## src/rtl/input_datapath_pkg.sv

```systemverilog
// Shared sizes, the skewed-lane type and the lane packing helper for input_datapath.
// Define INPUT_DATAPATH_SKEW_EN to stagger each slot by one byte per slot index.
package input_datapath_pkg;

  localparam int DIM    = 4;
  localparam int BYTE_W = 8;
  localparam int SKEW_W = 56;
  localparam int WORD_W = DIM * BYTE_W;

  localparam logic [2:0] COUNT_MAX = 3'(DIM);
  localparam logic [1:0] LAST_SLOT = 2'(DIM - 1);

`ifdef INPUT_DATAPATH_SKEW_EN
  localparam bit SKEW_EN = 1'b1;
`else
  localparam bit SKEW_EN = 1'b0;
`endif

  typedef logic [SKEW_W-1:0] skew_lane_t;

  // slot is the zero-based slot index; skewing pushes the word down one byte per slot
  function automatic skew_lane_t pack_lane(input logic [WORD_W-1:0] word,
                                           input logic [2:0]        slot);
    skew_lane_t lane;
    lane = {word, {(SKEW_W - WORD_W){1'b0}}};
    return SKEW_EN ? (lane >> (slot * BYTE_W)) : lane;
  endfunction

endpackage

```

## src/rtl/input_datapath_handshake.sv

```systemverilog
// Valid/ready capture register for the incoming 64-bit word plus the
// one-cycle tx_one_done pulse that follows every accepted transfer.
module input_handshake_reg
  import input_datapath_pkg::*;
(
  input  logic                  clk,
  input  logic                  reset,
  input  logic [2*WORD_W-1:0]   data_in,
  input  logic                  src_valid,
  input  logic                  dest_ready,
  output logic [2*WORD_W-1:0]   protocol_out,
  output logic                  tx_one_done
);

  logic transfer;

  assign transfer = src_valid & dest_ready;

  always_ff @(posedge clk) begin
    if (reset) begin
      protocol_out <= '0;
      tx_one_done  <= 1'b0;
    end else begin
      if (transfer) begin
        protocol_out <= data_in;
      end
      tx_one_done <= transfer;
    end
  end

endmodule

```

## src/rtl/input_datapath.sv

```systemverilog
// Captures A rows / B columns from a 64-bit stream and commits them into four
// packed lanes each; packing is skewed only when INPUT_DATAPATH_SKEW_EN is defined.
module input_datapath
  import input_datapath_pkg::*;
(
  input  logic              clk,
  input  logic              reset,
  input  logic [63:0]       data_in,
  input  logic              src_valid,
  input  logic              dest_ready,
  input  logic              next_row,
  input  logic              next_col,
  output logic [SKEW_W-1:0] data_out [2:0],
  output logic              load_done,
  output logic              tx_one_done,
  output logic [SKEW_W-1:0] A_r1,
  output logic [SKEW_W-1:0] A_r2,
  output logic [SKEW_W-1:0] A_r3,
  output logic [SKEW_W-1:0] A_r4,
  output logic [SKEW_W-1:0] B_c1,
  output logic [SKEW_W-1:0] B_c2,
  output logic [SKEW_W-1:0] B_c3,
  output logic [SKEW_W-1:0] B_c4
);

  logic [63:0] protocol_out;
  logic [2:0]  row_count;
  logic [2:0]  col_count;
  logic [1:0]  row_sel;
  logic [1:0]  col_sel;
  skew_lane_t  a_slot [DIM];
  skew_lane_t  b_slot [DIM];

  input_handshake_reg u_handshake (
    .clk          (clk),
    .reset        (reset),
    .data_in      (data_in),
    .src_valid    (src_valid),
    .dest_ready   (dest_ready),
    .protocol_out (protocol_out),
    .tx_one_done  (tx_one_done)
  );

  // Commits read protocol_out before this edge's capture lands, so a word
  // arriving together with next_row/next_col is only committed by a later pulse.
  always_ff @(posedge clk) begin
    if (reset) begin
      row_count <= '0;
      col_count <= '0;
      load_done <= 1'b0;
      for (int i = 0; i < DIM; i++) begin
        a_slot[i] <= '0;
        b_slot[i] <= '0;
      end
    end else begin
      if (next_row && (row_count < COUNT_MAX)) begin
        a_slot[row_count[1:0]] <= pack_lane(protocol_out[63:32], row_count);
        row_count              <= row_count + 3'd1;
      end
      if (next_col && (col_count < COUNT_MAX)) begin
        b_slot[col_count[1:0]] <= pack_lane(protocol_out[31:0], col_count);
        col_count              <= col_count + 3'd1;
      end
      if ((row_count == COUNT_MAX) && (col_count == COUNT_MAX)) begin
        load_done <= 1'b1;
      end
    end
  end

  // A saturated count of 4 keeps pointing at the last slot
  always_comb begin
    row_sel = (row_count >= COUNT_MAX) ? LAST_SLOT : row_count[1:0];
    col_sel = (col_count >= COUNT_MAX) ? LAST_SLOT : col_count[1:0];
  end

  assign data_out[0] = a_slot[row_sel];
  assign data_out[1] = b_slot[col_sel];
  assign data_out[2] = protocol_out[SKEW_W-1:0];

  assign A_r1 = a_slot[0];
  assign A_r2 = a_slot[1];
  assign A_r3 = a_slot[2];
  assign A_r4 = a_slot[3];
  assign B_c1 = b_slot[0];
  assign B_c2 = b_slot[1];
  assign B_c3 = b_slot[2];
  assign B_c4 = b_slot[3];

endmodule

```

## config.mk

```make
export PLATFORM = sky130hd
export DESIGN_NAME = input_datapath
export DESIGN_NICKNAME = d
export VERILOG_FILES = /design/src/rtl/input_datapath_pkg.sv /design/src/rtl/input_datapath_handshake.sv /design/src/rtl/input_datapath.sv
export SDC_FILE = /design/constraint.sdc
export NUM_CORES = 1
export LEC_CHECK = 0
export ABC_AREA = 1
export CAP_MARGIN = 20
export CORE_AREA = 2 2 270 272
export DETAILED_ROUTE_END_ITERATION = 12
export DIE_AREA = 0 0 272 274
export GPL_TIMING_DRIVEN = 0
export HOLD_SLACK_MARGIN = 0.08
export PLACE_DENSITY_LB_ADDON = 0.15
export SYNTH_ARGS = -nofsm -noshare
export SYNTH_HDL_FRONTEND = slang
export SYNTH_SLANG_ARGS = --single-unit
```

## constraint.sdc

```tcl
create_clock -name clk -period 3 [get_ports clk]
set_clock_uncertainty 0.05 [all_clocks]
set_input_delay 0.6 -clock clk [delete_from_list [all_inputs] [get_ports clk]]
set_output_delay 0.6 -clock clk [all_outputs]
set_load 0.02 [all_outputs]
```

==> summary.txt <==
P_int - 9.553 mW
clock sink count - 328
Total GRT Usage - 17.64%
fin nets - 2742
setup tns final - 0 ns
clock share of power - 36.6%
core area - 71970 µm²
xor/xnor share of the synthesized area - 0%
cell family contributing the most delay on the critical path - buffers and inverters
Clk pin slew, worst setup/hold paths - 0.05 ns
RR Startpoint - col_count[2]
vias in the first global route - 13650
Compound-Gate Fraction of Synth Area - 4.113%
share of layout cells above drive strength 1 - 17.73%
Mean Syn Cell Area - 8.719 µm²
Slew headroom - 38.74%
CP arrival - 2.27 ns
hold buffers post-CTS - 0
setup violators final - 0
CTS buffer count - 42
Crit path required time - 2.35 ns
min-delay worst type - input port to flop
final WL - 68850 µm
Setup Slack @ Placement - -0.1199 ns
final std cells w/o fill - 3665
drt wl/cell - 18.79 µm
slowest stage delay, CP - 0.54 ns
Synth cell types - 25
post-synthesis simple-gate area fraction - 17.99%
WL met1 - 25830 µm
length of the first detailed-routing pass in iterations - 5
Via Count - 14190
CP most frequent cell - nand2_1
CTS Buffer Depth - 3
largest net degree at the start of global routing - 27
# IOs - 688
RSZ-0062 raised after global routing - no
fin crit period - 2.916 ns
switching pwr - 4.390 mW
Hold Slack - 0.2958 ns
Vias/cell - 3.870
largest family of logic cells by synthesized area - buffers and inverters
dpl cell area - 23540 µm²
initial antenna violation count - 8
CP Max Fanout - 10
I/O Buffers - 446
setup ws final - 0.08407 ns
Flop pwr share - 38.5%
Comb power frac - 24.9%
post-route ant nets - 0
HPWL after DPL - 52620 µm
met3 routed WL - 6384 µm
first-pass GRT wire length - 95720 µm
met2 wire len - 34860 µm
register area share after synthesis - 54.36%
Worst-Skew Late Latency - 0.57 ns
cells after synthesis - 1926
mapped cell area - 16790 µm²
Initial DRC Count - 712
Worst Path Buf+Inv - 3
Post-Synth Adder-Cell Area - 0.2980%
slowest CP cell - clkdlybuf4s50_1
GP Congestion - 0.8444
CTS HTree Levels - 2
status - finished, final reports clean
final core occ - 34.95%
Die Y - 274 µm
gr ovfl total - 0
Final Max Tran Viols - 0
PwrDens - 554.4 nW/µm²
row cnt - 99
Slew @ Worst Pin - 0.9189 ns
Area growth syn-to-layout - 49.78%
switching portion of total power - 31.49%
number of fill cells in the layout - 7506
Peak VDD IR - 377.8 µV
CTS tree - done
starting density of the core - 23.33%
CP startpoint kind - flop
Hold Path Origin - reset
highest metal used - met5
total chip power - 13.94 mW
CTS root buffer - clkbuf_16
DP Cell Count - 3578
cell area after layout - 25150 µm²
Die Wd - 272 µm
CP Cell Sequence - nor2_4, buf_12, buf_2, nand2_1, nand3_1, nand2_1, clkdlybuf4s50_1
Die Area - 74530 µm²
Tcrit/Tclk final - 97.20%
fmax - 342.9 MHz
number of max-cap violations - 0
Final Hold Viols - 0
fraction of synthesized area in multiplexers - 0%
crit path capture type - output port
register bit total from synthesis - 328
Ys Warns - 0
Worst Setup Path Type - flop to output port
drt drc - 0
Critical Path Start - row_count[2]
P_leak - 11.63 nW
[final cells by class]
cell class	instances	area, µm²	area share (%)
diodes	4	10.01	0.03980
inverters	336	1265	5.029
plain buffers	379	2729	10.85
repair buffers	459	4718	18.76
clock inverters	20	172.7	0.6865
well taps	959	1200	4.771
multi-input cells	1122	4707	18.71
flip-flops and latches	328	9138	36.33
clock buffers	58	1212	4.820
[power by group through the flow]
| stage | sequential (mW) | combinational, mW | clock, mW |
|---|---|---|---|
| after global routing | 5.40 | 3.72 | 5.37 |
| after floorplan | 5.68 | 1.67 | 0 |
| after global placement | 5.47 | 3.46 | 0 |
| final | 5.37 | 3.48 | 5.10 |
| after CTS | 5.37 | 3.52 | 5.23 |
| after detailed placement | 5.46 | 3.50 | 0 |
[sequential cells by signal (all words and copies together), names as in the netlist]
signal	count
col_count	3
load_done	1
row_count	3
u_handshake.tx_one_done	1
u_handshake.protocol_out	64
a_slot	128
b_slot	128
[what timing repair did]
| item | 4_1_cts | 5_1_grt |
|---|---|---|
| setup buffers | 5 | 0 |
| setup endpoints to repair | 64 | 35 |
| resized for setup | 76 | 22 |
| pin swaps | 2 | 0 |
[layout by cell type (no fill, tap or decap), drive strengths merged]
master         Yosys  layout
nand4              7       7
clkbuf            15      73
clkinv             1      14
buf              364     377
dlymetal6s2s       0      19
conb               1     240
nand2            341     341
dfxtp             72      72
nor2             265     265
inv              335     338
ha                 4       4
a21oi             67      67
nand3            128     128
clkdlybuf4s50      0     398
o21ai             68      68
o21bai             2       2
bufinv             0       2
dlygate4sd2        0      29
edfxtp           256     256
clkinvlp           0       2
diode              0       4
[worst register-to-register path, delay by kind of cell, from the launching register on]
| kind | cells | cell delay, ns |
|---|---|---|
| DFF | 1 | 0.36 |
| and+or+nand+nor | 3 | 0.98 |
| buffers and inverters | 2 | 0.59 |
[cells in the mapped netlist, drive strengths merged]
cell type	count	area share, %
clkinv	1	0.030
buf	364	15
ha	4	0.30
clkbuf	15	0.34
inv	335	7.5
o21ai	68	2.0
dfxtp	72	8.6
edfxtp	256	46
nand3	128	3.8
nand2	341	7.7
conb	1	0.022
nand4	7	0.42
nor2	265	6.1
o21bai	2	0.089
a21oi	67	2.0
[metal layers]
metal / vias to the layer above / GRT usage (%)
li1: 6928 / -
met1: 6627 / 19.54
met2: 525 / 31.79
met3: 97 / 6.226
met4: 8 / 4.945
met5: - / 0
[cell families after synthesis]
| family | Yosys count |
|---|---|
| simple gates | 741 |
| buf+inv | 715 |
| flops | 328 |
| compound gates | 137 |
| fa+ha+maj | 4 |
| other cells | 1 |
[path summary, 6_finish.rpt]
kind / cells after the start / slack (ns) / end
hold / removal: 2 / 0.30 / row_count[2]
setup / recovery: 7 / 0.08 / data_out[50]
hold reg to reg: 2 / 0.42 / load_done
setup reg to reg: 5 / 0.72 / b_slot[1][6]
No activity file was read; power rests on OpenSTA's default activity.
